<file path="src/rtl/layernorm_seq_ctrl_if.sv">
// Command, SRAM and engine signal bundle around the layernorm sequencer.
// master = sequencer side, slave = decoder / SRAM / engine side.
interface layernorm_seq_ctrl_if #(
  parameter int DATA_WIDTH = 8,
  parameter int ADDR_WIDTH = 16,
  parameter int DIM_W      = 6,
  parameter int ROW_W      = 8
);
  logic                  cmd_valid;
  logic                  cmd_ready;
  logic [ADDR_WIDTH-1:0] cmd_src;
  logic [ADDR_WIDTH-1:0] cmd_dst;
  logic [ADDR_WIDTH-1:0] cmd_param;
  logic [DIM_W-1:0]      cmd_dim;
  logic [ROW_W-1:0]      cmd_rows;
  logic                  done;
  logic                  err;

  logic                  act_rd_en;
  logic [ADDR_WIDTH-1:0] act_rd_addr;
  logic [DATA_WIDTH-1:0] act_rd_data;
  logic                  act_wr_en;
  logic [ADDR_WIDTH-1:0] act_wr_addr;
  logic [DATA_WIDTH-1:0] act_wr_data;

  logic                  par_rd_en;
  logic [ADDR_WIDTH-1:0] par_rd_addr;
  logic [DATA_WIDTH-1:0] par_gamma;
  logic [DATA_WIDTH-1:0] par_beta;

  logic                  eng_start;
  logic                  eng_data_valid;
  logic                  eng_param_valid;
  logic [DIM_W-1:0]      eng_hidden_dim;
  logic [DATA_WIDTH-1:0] eng_data_in;
  logic [DATA_WIDTH-1:0] eng_gamma;
  logic [DATA_WIDTH-1:0] eng_beta;
  logic                  eng_busy;
  logic                  eng_done;
  logic                  eng_out_valid;
  logic [DATA_WIDTH-1:0] eng_data_out;

  modport master (
    input  cmd_valid, cmd_src, cmd_dst, cmd_param, cmd_dim, cmd_rows,
    output cmd_ready, done, err,
    output act_rd_en, act_rd_addr, act_wr_en, act_wr_addr, act_wr_data,
    input  act_rd_data,
    output par_rd_en, par_rd_addr,
    input  par_gamma, par_beta,
    output eng_start, eng_data_valid, eng_param_valid, eng_hidden_dim,
    output eng_data_in, eng_gamma, eng_beta,
    input  eng_busy, eng_done, eng_out_valid, eng_data_out
  );

  modport slave (
    output cmd_valid, cmd_src, cmd_dst, cmd_param, cmd_dim, cmd_rows,
    input  cmd_ready, done, err,
    input  act_rd_en, act_rd_addr, act_wr_en, act_wr_addr, act_wr_data,
    output act_rd_data,
    input  par_rd_en, par_rd_addr,
    output par_gamma, par_beta,
    input  eng_start, eng_data_valid, eng_param_valid, eng_hidden_dim,
    input  eng_data_in, eng_gamma, eng_beta,
    output eng_busy, eng_done, eng_out_valid, eng_data_out
  );
endinterface

</file>
<file path="src/rtl/layernorm_seq_ctrl.sv">
// Command-level sequencer for the INT8 layernorm engine: param load, per-row feed and write-back.
// Optional LN_SEQ_PERF_EN adds a saturating busy-cycle counter on port perf_cycles.
module layernorm_seq_ctrl #(
  parameter int DATA_WIDTH     = 8,
  parameter int ADDR_WIDTH     = 16,
  parameter int MAX_HIDDEN_DIM = 64,
  parameter int ROW_W          = 8
) (
  input  logic                 clk,
  input  logic                 rst_n,
  layernorm_seq_ctrl_if.master bus
`ifdef LN_SEQ_PERF_EN
  ,
  output logic [31:0]          perf_cycles
`endif
);
  localparam int DIM_W = $clog2(MAX_HIDDEN_DIM);

  typedef enum logic [2:0] {IDLE, LOAD_PARAM, START, FEED, DRAIN, NEXT, FIN} state_t;

  state_t                state_reg;
  logic [ADDR_WIDTH-1:0] row_src_reg, row_dst_reg, par_addr_reg, rd_addr_reg, wr_addr_reg;
  logic [DIM_W-1:0]      dim_reg, rd_cnt_reg;
  logic [DIM_W:0]        wcnt_reg;
  logic [ROW_W-1:0]      rows_reg, row_cnt_reg;
  logic [DATA_WIDTH-1:0] wr_data_reg;
  logic                  par_rd_en_reg, act_rd_en_reg, param_valid_reg, data_valid_reg;
  logic                  eng_start_reg, done_reg, err_reg, done_seen_reg, act_wr_en_reg;

  logic                  cmd_ready;
  logic                  accept;
  logic                  row_end;
  logic [ROW_W-1:0]      row_cnt_inc;

  assign cmd_ready   = (state_reg == IDLE) && !bus.eng_busy;
  assign accept      = bus.cmd_valid && cmd_ready;
  assign row_end     = (done_seen_reg || bus.eng_done) && !bus.eng_busy && !bus.eng_out_valid;
  assign row_cnt_inc = row_cnt_reg + ROW_W'(1);

  always_ff @(posedge clk or negedge rst_n) begin
    if (!rst_n) begin
      state_reg       <= IDLE;
      row_src_reg     <= '0;
      row_dst_reg     <= '0;
      par_addr_reg    <= '0;
      rd_addr_reg     <= '0;
      wr_addr_reg     <= '0;
      dim_reg         <= '0;
      rd_cnt_reg      <= '0;
      wcnt_reg        <= '0;
      rows_reg        <= '0;
      row_cnt_reg     <= '0;
      wr_data_reg     <= '0;
      par_rd_en_reg   <= 1'b0;
      act_rd_en_reg   <= 1'b0;
      param_valid_reg <= 1'b0;
      data_valid_reg  <= 1'b0;
      eng_start_reg   <= 1'b0;
      done_reg        <= 1'b0;
      err_reg         <= 1'b0;
      done_seen_reg   <= 1'b0;
      act_wr_en_reg   <= 1'b0;
    end else begin
      eng_start_reg   <= 1'b0;
      done_reg        <= 1'b0;
      act_wr_en_reg   <= 1'b0;
      // SRAM data returns one cycle after the read, so valid is simply the delayed enable
      param_valid_reg <= par_rd_en_reg;
      data_valid_reg  <= act_rd_en_reg;

      case (state_reg)
        IDLE: begin
          if (accept) begin
            dim_reg     <= bus.cmd_dim;
            rows_reg    <= bus.cmd_rows;
            row_src_reg <= bus.cmd_src;
            row_dst_reg <= bus.cmd_dst;
            row_cnt_reg <= '0;
            err_reg     <= 1'b0;
            if (bus.cmd_dim == '0 || bus.cmd_rows == '0) begin
              err_reg   <= 1'b1;
              state_reg <= FIN;
            end else begin
              par_rd_en_reg <= 1'b1;
              par_addr_reg  <= bus.cmd_param;
              rd_cnt_reg    <= DIM_W'(1);
              state_reg     <= LOAD_PARAM;
            end
          end
        end

        LOAD_PARAM: begin
          if (rd_cnt_reg != dim_reg) begin
            par_rd_en_reg <= 1'b1;
            par_addr_reg  <= par_addr_reg + ADDR_WIDTH'(1);
            rd_cnt_reg    <= rd_cnt_reg + DIM_W'(1);
          end else begin
            par_rd_en_reg <= 1'b0;
            // Enable already low means this cycle carries the last return beat
            if (!par_rd_en_reg) begin
              state_reg     <= START;
              eng_start_reg <= 1'b1;
              act_rd_en_reg <= 1'b1;
              rd_addr_reg   <= row_src_reg;
              rd_cnt_reg    <= DIM_W'(1);
              wcnt_reg      <= '0;
              done_seen_reg <= 1'b0;
            end
          end
        end

        START, FEED: begin
          done_seen_reg <= done_seen_reg || bus.eng_done;
          if (rd_cnt_reg != dim_reg) begin
            act_rd_en_reg <= 1'b1;
            rd_addr_reg   <= rd_addr_reg + ADDR_WIDTH'(1);
            rd_cnt_reg    <= rd_cnt_reg + DIM_W'(1);
          end else begin
            act_rd_en_reg <= 1'b0;
          end
          if (state_reg == START) begin
            state_reg <= FEED;
          end else if (!act_rd_en_reg) begin
            state_reg <= DRAIN;
          end
        end

        DRAIN: begin
          done_seen_reg <= done_seen_reg || bus.eng_done;
          if (bus.eng_out_valid) begin
            act_wr_en_reg <= 1'b1;
            wr_addr_reg   <= row_dst_reg + ADDR_WIDTH'(wcnt_reg);
            wr_data_reg   <= bus.eng_data_out;
            wcnt_reg      <= wcnt_reg + (DIM_W+1)'(1);
          end else if (row_end) begin
            if (wcnt_reg != {1'b0, dim_reg}) begin
              err_reg <= 1'b1;
            end
            state_reg <= NEXT;
          end
        end

        NEXT: begin
          row_src_reg <= row_src_reg + ADDR_WIDTH'(dim_reg);
          row_dst_reg <= row_dst_reg + ADDR_WIDTH'(dim_reg);
          row_cnt_reg <= row_cnt_inc;
          if (row_cnt_inc == rows_reg) begin
            state_reg <= FIN;
          end else begin
            state_reg     <= START;
            eng_start_reg <= 1'b1;
            act_rd_en_reg <= 1'b1;
            rd_addr_reg   <= row_src_reg + ADDR_WIDTH'(dim_reg);
            rd_cnt_reg    <= DIM_W'(1);
            wcnt_reg      <= '0;
            done_seen_reg <= 1'b0;
          end
        end

        FIN: begin
          done_reg  <= 1'b1;
          state_reg <= IDLE;
        end

        default: state_reg <= IDLE;
      endcase
    end
  end

`ifdef LN_SEQ_PERF_EN
  logic [31:0] perf_cycles_reg;

  always_ff @(posedge clk or negedge rst_n) begin
    if (!rst_n) begin
      perf_cycles_reg <= '0;
    end else if (accept) begin
      perf_cycles_reg <= '0;
    end else if (state_reg != IDLE && perf_cycles_reg != 32'hFFFF_FFFF) begin
      perf_cycles_reg <= perf_cycles_reg + 32'd1;
    end
  end

  assign perf_cycles = perf_cycles_reg;
`endif

  assign bus.cmd_ready       = cmd_ready;
  assign bus.done            = done_reg;
  assign bus.err             = err_reg;
  assign bus.act_rd_en       = act_rd_en_reg;
  assign bus.act_rd_addr     = rd_addr_reg;
  assign bus.act_wr_en       = act_wr_en_reg;
  assign bus.act_wr_addr     = wr_addr_reg;
  assign bus.act_wr_data     = wr_data_reg;
  assign bus.par_rd_en       = par_rd_en_reg;
  assign bus.par_rd_addr     = par_addr_reg;
  assign bus.eng_start       = eng_start_reg;
  assign bus.eng_data_valid  = data_valid_reg;
  assign bus.eng_param_valid = param_valid_reg;
  assign bus.eng_hidden_dim  = dim_reg;
  assign bus.eng_data_in     = data_valid_reg  ? bus.act_rd_data : '0;
  assign bus.eng_gamma       = param_valid_reg ? bus.par_gamma   : '0;
  assign bus.eng_beta        = param_valid_reg ? bus.par_beta    : '0;
endmodule

</file>
<file path="src/flat_wrapper.sv">
// flat-port wrapper written by rule: the top's interface ports become plain ports
module layernorm_seq_ctrl_flat 
#(
  parameter int DATA_WIDTH     = 8,
  parameter int ADDR_WIDTH     = 16,
  parameter int MAX_HIDDEN_DIM = 64,
  parameter int ROW_W          = 8
)
  (clk, rst_n, bus_cmd_valid, bus_cmd_src, bus_cmd_dst, bus_cmd_param, bus_cmd_dim, bus_cmd_rows, bus_cmd_ready, bus_done, bus_err, bus_act_rd_en, bus_act_rd_addr, bus_act_wr_en, bus_act_wr_addr, bus_act_wr_data, bus_act_rd_data, bus_par_rd_en, bus_par_rd_addr, bus_par_gamma, bus_par_beta, bus_eng_start, bus_eng_data_valid, bus_eng_param_valid, bus_eng_hidden_dim, bus_eng_data_in, bus_eng_gamma, bus_eng_beta, bus_eng_busy, bus_eng_done, bus_eng_out_valid, bus_eng_data_out);
  layernorm_seq_ctrl_if #(.DATA_WIDTH(DATA_WIDTH), .ADDR_WIDTH(ADDR_WIDTH), .DIM_W(($clog2((64)))), .ROW_W(ROW_W)) bus_i ();
  input  logic clk;
  input  logic rst_n;
  input wire logic [$bits(bus_i.cmd_valid)-1:0] bus_cmd_valid;
  input wire logic [$bits(bus_i.cmd_src)-1:0] bus_cmd_src;
  input wire logic [$bits(bus_i.cmd_dst)-1:0] bus_cmd_dst;
  input wire logic [$bits(bus_i.cmd_param)-1:0] bus_cmd_param;
  input wire logic [$bits(bus_i.cmd_dim)-1:0] bus_cmd_dim;
  input wire logic [$bits(bus_i.cmd_rows)-1:0] bus_cmd_rows;
  output wire logic [$bits(bus_i.cmd_ready)-1:0] bus_cmd_ready;
  output wire logic [$bits(bus_i.done)-1:0] bus_done;
  output wire logic [$bits(bus_i.err)-1:0] bus_err;
  output wire logic [$bits(bus_i.act_rd_en)-1:0] bus_act_rd_en;
  output wire logic [$bits(bus_i.act_rd_addr)-1:0] bus_act_rd_addr;
  output wire logic [$bits(bus_i.act_wr_en)-1:0] bus_act_wr_en;
  output wire logic [$bits(bus_i.act_wr_addr)-1:0] bus_act_wr_addr;
  output wire logic [$bits(bus_i.act_wr_data)-1:0] bus_act_wr_data;
  input wire logic [$bits(bus_i.act_rd_data)-1:0] bus_act_rd_data;
  output wire logic [$bits(bus_i.par_rd_en)-1:0] bus_par_rd_en;
  output wire logic [$bits(bus_i.par_rd_addr)-1:0] bus_par_rd_addr;
  input wire logic [$bits(bus_i.par_gamma)-1:0] bus_par_gamma;
  input wire logic [$bits(bus_i.par_beta)-1:0] bus_par_beta;
  output wire logic [$bits(bus_i.eng_start)-1:0] bus_eng_start;
  output wire logic [$bits(bus_i.eng_data_valid)-1:0] bus_eng_data_valid;
  output wire logic [$bits(bus_i.eng_param_valid)-1:0] bus_eng_param_valid;
  output wire logic [$bits(bus_i.eng_hidden_dim)-1:0] bus_eng_hidden_dim;
  output wire logic [$bits(bus_i.eng_data_in)-1:0] bus_eng_data_in;
  output wire logic [$bits(bus_i.eng_gamma)-1:0] bus_eng_gamma;
  output wire logic [$bits(bus_i.eng_beta)-1:0] bus_eng_beta;
  input wire logic [$bits(bus_i.eng_busy)-1:0] bus_eng_busy;
  input wire logic [$bits(bus_i.eng_done)-1:0] bus_eng_done;
  input wire logic [$bits(bus_i.eng_out_valid)-1:0] bus_eng_out_valid;
  input wire logic [$bits(bus_i.eng_data_out)-1:0] bus_eng_data_out;
  assign bus_i.cmd_valid = bus_cmd_valid;
  assign bus_i.cmd_src = bus_cmd_src;
  assign bus_i.cmd_dst = bus_cmd_dst;
  assign bus_i.cmd_param = bus_cmd_param;
  assign bus_i.cmd_dim = bus_cmd_dim;
  assign bus_i.cmd_rows = bus_cmd_rows;
  assign bus_cmd_ready = bus_i.cmd_ready;
  assign bus_done = bus_i.done;
  assign bus_err = bus_i.err;
  assign bus_act_rd_en = bus_i.act_rd_en;
  assign bus_act_rd_addr = bus_i.act_rd_addr;
  assign bus_act_wr_en = bus_i.act_wr_en;
  assign bus_act_wr_addr = bus_i.act_wr_addr;
  assign bus_act_wr_data = bus_i.act_wr_data;
  assign bus_i.act_rd_data = bus_act_rd_data;
  assign bus_par_rd_en = bus_i.par_rd_en;
  assign bus_par_rd_addr = bus_i.par_rd_addr;
  assign bus_i.par_gamma = bus_par_gamma;
  assign bus_i.par_beta = bus_par_beta;
  assign bus_eng_start = bus_i.eng_start;
  assign bus_eng_data_valid = bus_i.eng_data_valid;
  assign bus_eng_param_valid = bus_i.eng_param_valid;
  assign bus_eng_hidden_dim = bus_i.eng_hidden_dim;
  assign bus_eng_data_in = bus_i.eng_data_in;
  assign bus_eng_gamma = bus_i.eng_gamma;
  assign bus_eng_beta = bus_i.eng_beta;
  assign bus_i.eng_busy = bus_eng_busy;
  assign bus_i.eng_done = bus_eng_done;
  assign bus_i.eng_out_valid = bus_eng_out_valid;
  assign bus_i.eng_data_out = bus_eng_data_out;
  layernorm_seq_ctrl #(.DATA_WIDTH(DATA_WIDTH), .ADDR_WIDTH(ADDR_WIDTH), .MAX_HIDDEN_DIM(MAX_HIDDEN_DIM), .ROW_W(ROW_W)) u_core (.clk(clk), .rst_n(rst_n), .bus(bus_i));
endmodule
</file>
<file path="config.mk">
export PLATFORM = sky130hd
export DESIGN_NAME = layernorm_seq_ctrl_flat
export DESIGN_NICKNAME = d
export VERILOG_FILES = /design/src/rtl/layernorm_seq_ctrl_if.sv /design/src/rtl/layernorm_seq_ctrl.sv /design/src/flat_wrapper.sv
export SDC_FILE = /design/constraint.sdc
export NUM_CORES = 1
export LEC_CHECK = 0
export BUFFER_PORTS_ARGS = -buffer_cell sky130_fd_sc_hd__buf_4
export CAP_MARGIN = 20
export CORE_ASPECT_RATIO = 1.1
export CORE_MARGIN = 2
export CORE_UTILIZATION = 47
export CTS_CLUSTER_SIZE = 28
export DETAILED_ROUTE_END_ITERATION = 10
export GPL_ROUTABILITY_DRIVEN = 0
export PLACE_DENSITY = 0.71
export SLEW_MARGIN = 10
export SYNTH_ARGS = -nofsm -noshare
export SYNTH_HDL_FRONTEND = slang
export SYNTH_SLANG_ARGS = --single-unit
</file>
<file path="constraint.sdc">
create_clock -name clk -period 4.75 [get_ports clk]
set_input_delay 0.475 -clock clk [delete_from_list [all_inputs] [get_ports clk]]
set_output_delay 0.475 -clock clk [all_outputs]
set_load 0.01 [all_outputs]
</file>
==> key figures <==
Status
  • Status: finished clean

Setup path
  • Worst r2r dst: u_core.bus.act_rd_addr[2]$_DFFE_PN0P_
  • CP startpoint kind: flip-flop
  • Worst path required time: 5.06 ns
  • Reg2Reg Depth: 7
  • Crit-path max FO: 23
  • Setup crit end kind: flip-flop
  • CP arrival: 3.39 ns
  • R2r startpoint: u_core.row_cnt_reg[0]$_DFFE_PN0P_
  • Worst Setup Path Type: flip-flop to flip-flop
  • FF-to-FF setup slack: 1.67 ns

Clock tree
  • Clk_lat worst skew: 0.43 ns
  • Sink Count: 135
  • Cts bufs inserted: 17
  • CTS H-Tree Depth: 4
  • Longest Clk Path Bufs: 2
  • Cts hold-fix bufs: 0
  • Post-CTS setup buffer count: 0
  • Clock transition at the registers of the reported paths: 0.05 ns
  • TritonCTS clock tree: done
  • Gates resized, CTS repair: 0
  • CTS Root Buffer Type: clkbuf_16

Pwr
  • P_leak: 4.70 nW
  • Maximum VDD drop: 0.000337 V
  • Power Density: 669 nW/µm²

Die
  • Io pins: 195
  • Die width: 131 µm
  • Die Span Y: 144 µm
  • Row count: 51
  • Die ar.: 18,800 µm²
  • Initial core utilization: 47.4%
  • CORE AREA: 17,500 µm²

STA
  • Slew at the pin with the worst max-slew slack: 0.945 ns
  • Hold Vio Cnt, Final: 0
  • Slew margin rel.: 36.8%
  • Part of the cycle the worst path needs: 64.9%
  • Hold slack: 0.116 ns
  • Fmax: 324 MHz
  • Max Transition Viols Final: 0
  • Final Critical Period: 3.08 ns
  • # setup viols final: 0
  • RSZ-0062 raised after global routing: false
  • Setup TNS: 0 ns
  • Fin worst setup slack: 1.67 ns
  • Clock skew: 0.00711 ns

Final layout
  • Reg area: 3380 µm²
  • Fillers: 1,583
  • Diode count: 0
  • Multi-input gate area: 4680 µm²
  • Layout cells sized above 1: 21.6%
  • Final Net Count: 1,279
  • Area Growth Syn to Fin: 26.0%
  • Fin cells: 1,401

Detailed routing
  • Metal3 WL: 1510 µm
  • Drt total wl: 23,800 µm
  • Detailed Route Iter0 Violations: 524
  • Highest routing layer actually used: met4
  • Pre-antenna DRT Iters: 6
  • Met2 Wirelength: 11,500 µm
  • Routed vias: 8,004
  • Antenna Nets Post-Route: 0
  • DR WL/cell: 17.0 µm
  • DRC viols: 0
  • Met1 wire length: 10,400 µm
  • Via density: 5.71

Global route
  • Antenna violations before repair: 0
  • All-Layer GR Usage: 25.3%
  • Number of global-route vias before repair: 7,363
  • First-pass GRT wire length: 37,400 µm
  • Largest net degree at the start of global routing: 87
  • GRT overflow: 0

Logic synthesis
  • Post-synth EDFFs: 0
  • Synthesized cell area: 8320 µm²
  • Synth Instances: 977
  • Synth cell types: 72
  • Register area share after synthesis: 40.6%
  • Net Count, Synth: 1,104
  • Seq cells post-synth: 135
  • Avg Inst Size Synth: 8.51 µm²
  • Top_reg_cell synth: dfrtp_1
  • Post-synth ARST share: 100%
  • Ys Warns: 0

Placement
  • PortBufs: 194
  • Placed wire-length estimate: 17,100 µm
  • Post-Place Cells: 1,370
  • Setup slack at placement: 1.69 ns

Flow run
  • Max-cap viol count: 0

Min path
  • Worst min path class: primary input to asynchronous set/reset pin
[critical path: stages, from the launching register on]
cell and delay [ns]:
dfrtp_1 0.44, ha_1 0.30, and3_1 0.22, a211oi_1 0.27
o211ai_1 0.13, a211o_2 0.39, o211ai_2 0.79, mux2_2 0.41
[synthesized netlist by cell type, types with 5 or more instances]
| cell type | count | area (µm²) |
|---|---|---|
| nor3_1 | 18 | 90.1 |
| a2bb2oi_1 | 9 | 78.8 |
| clkbuf_1 | 37 | 139 |
| a21o_1 | 12 | 90.1 |
| and3_1 | 13 | 81.3 |
| nand2_1 | 173 | 649 |
| nor2b_1 | 7 | 43.8 |
| nand2b_1 | 10 | 62.6 |
| a31oi_1 | 21 | 131 |
| o211ai_1 | 9 | 67.6 |
| o22ai_1 | 16 | 100 |
| nor3b_1 | 5 | 37.5 |
| o31ai_1 | 5 | 37.5 |
| nand4_1 | 16 | 100 |
| buf_2 | 7 | 35.0 |
| nand3_1 | 36 | 180 |
| mux2i_1 | 9 | 90.1 |
| nor4_1 | 8 | 50.1 |
| o21ai_0 | 74 | 370 |
| or4_1 | 6 | 45.0 |
| xor2_1 | 20 | 175 |
| ha_1 | 24 | 300 |
| a211oi_1 | 8 | 60.1 |
| inv_1 | 17 | 63.8 |
| o21a_1 | 9 | 67.6 |
| dfrtp_1 | 135 | 3380 |
| o21bai_1 | 7 | 52.6 |
| xnor2_1 | 29 | 254 |
| and2_1 | 30 | 188 |
| nor2_1 | 73 | 274 |
| o221a_2 | 5 | 56.3 |
| a21oi_1 | 63 | 315 |
[cells by family after synthesis]
group,Yosys count,synth area share (%)
AO/OA/AOI/OAI,279,21.9
XOR/XNOR,50,5.43
adder cells (fa/ha/maj),27,4.33
buffers and inverters,65,3.13
flip-flops,135,40.6
multiplexers,11,1.35
AND/OR/NAND/NOR,410,23.2
[through the flow]
stage	power [mW]	utilization (%)	cell area [µm²]
finish	7.01	59.7	10500
global route	7.55	59.7	10500
CTS	7.01	59.7	10500
detailed placement	5.80	56.7	9950
global placement	5.72	56.7	9950
floorplan	4.56	-	8320
[power by group]
group          switching (mW)  internal [mW]  leakage (nW)
sequential              0.748           1.65          1.66
clock                   0.466          0.712         0.260
combinational            1.82           1.62          2.79
[worst max path at each step]
stage | start | end | slack (ns) | cells after the start
floorplan | u_core.bus.eng_hidden_dim[0]$_DFFE_PN0P_ | u_core.bus.act_rd_addr[10]$_DFFE_PN0P_ | 2.23 | 9
global placement | u_core.row_cnt_reg[0]$_DFFE_PN0P_ | u_core.bus.act_rd_addr[2]$_DFFE_PN0P_ | 1.80 | 7
detailed placement | u_core.row_cnt_reg[0]$_DFFE_PN0P_ | u_core.bus.act_rd_addr[2]$_DFFE_PN0P_ | 1.69 | 7
CTS | u_core.row_cnt_reg[0]$_DFFE_PN0P_ | u_core.bus.act_rd_addr[2]$_DFFE_PN0P_ | 1.69 | 7
global route | u_core.row_cnt_reg[0]$_DFFE_PN0P_ | u_core.bus.act_rd_addr[2]$_DFFE_PN0P_ | 1.48 | 7
finish | u_core.row_cnt_reg[0]$_DFFE_PN0P_ | u_core.bus.act_rd_addr[2]$_DFFE_PN0P_ | 1.67 | 7
[layer usage]
layer | vias up | track usage (%)
li1 | 3873 | -
met5 | - | 0
met3 | 27 | 4.17
met4 | 0 | 7.33
met2 | 314 | 42.4
met1 | 3790 | 33.8
[cell type report]
cell class,count,area share (%)
well taps,238,2.84
clock buffers,26,4.76
inverters,17,0.609
repair buffers,204,14.7
multi-input cells,777,44.7
flip-flops and latches,135,32.2
clock inverters,4,0.191
[cells in the final DEF, fill, tap and decap left out, drive strengths merged, types with 26 or more instances in the layout]
cell type  instances
buf              204
nand2            173
dfrtp            135
o21ai             77
nor2              73
a21oi             63
nand3             37
and2              30
xnor2             29
clkbuf            26
(Power assumes the default switching activity.)
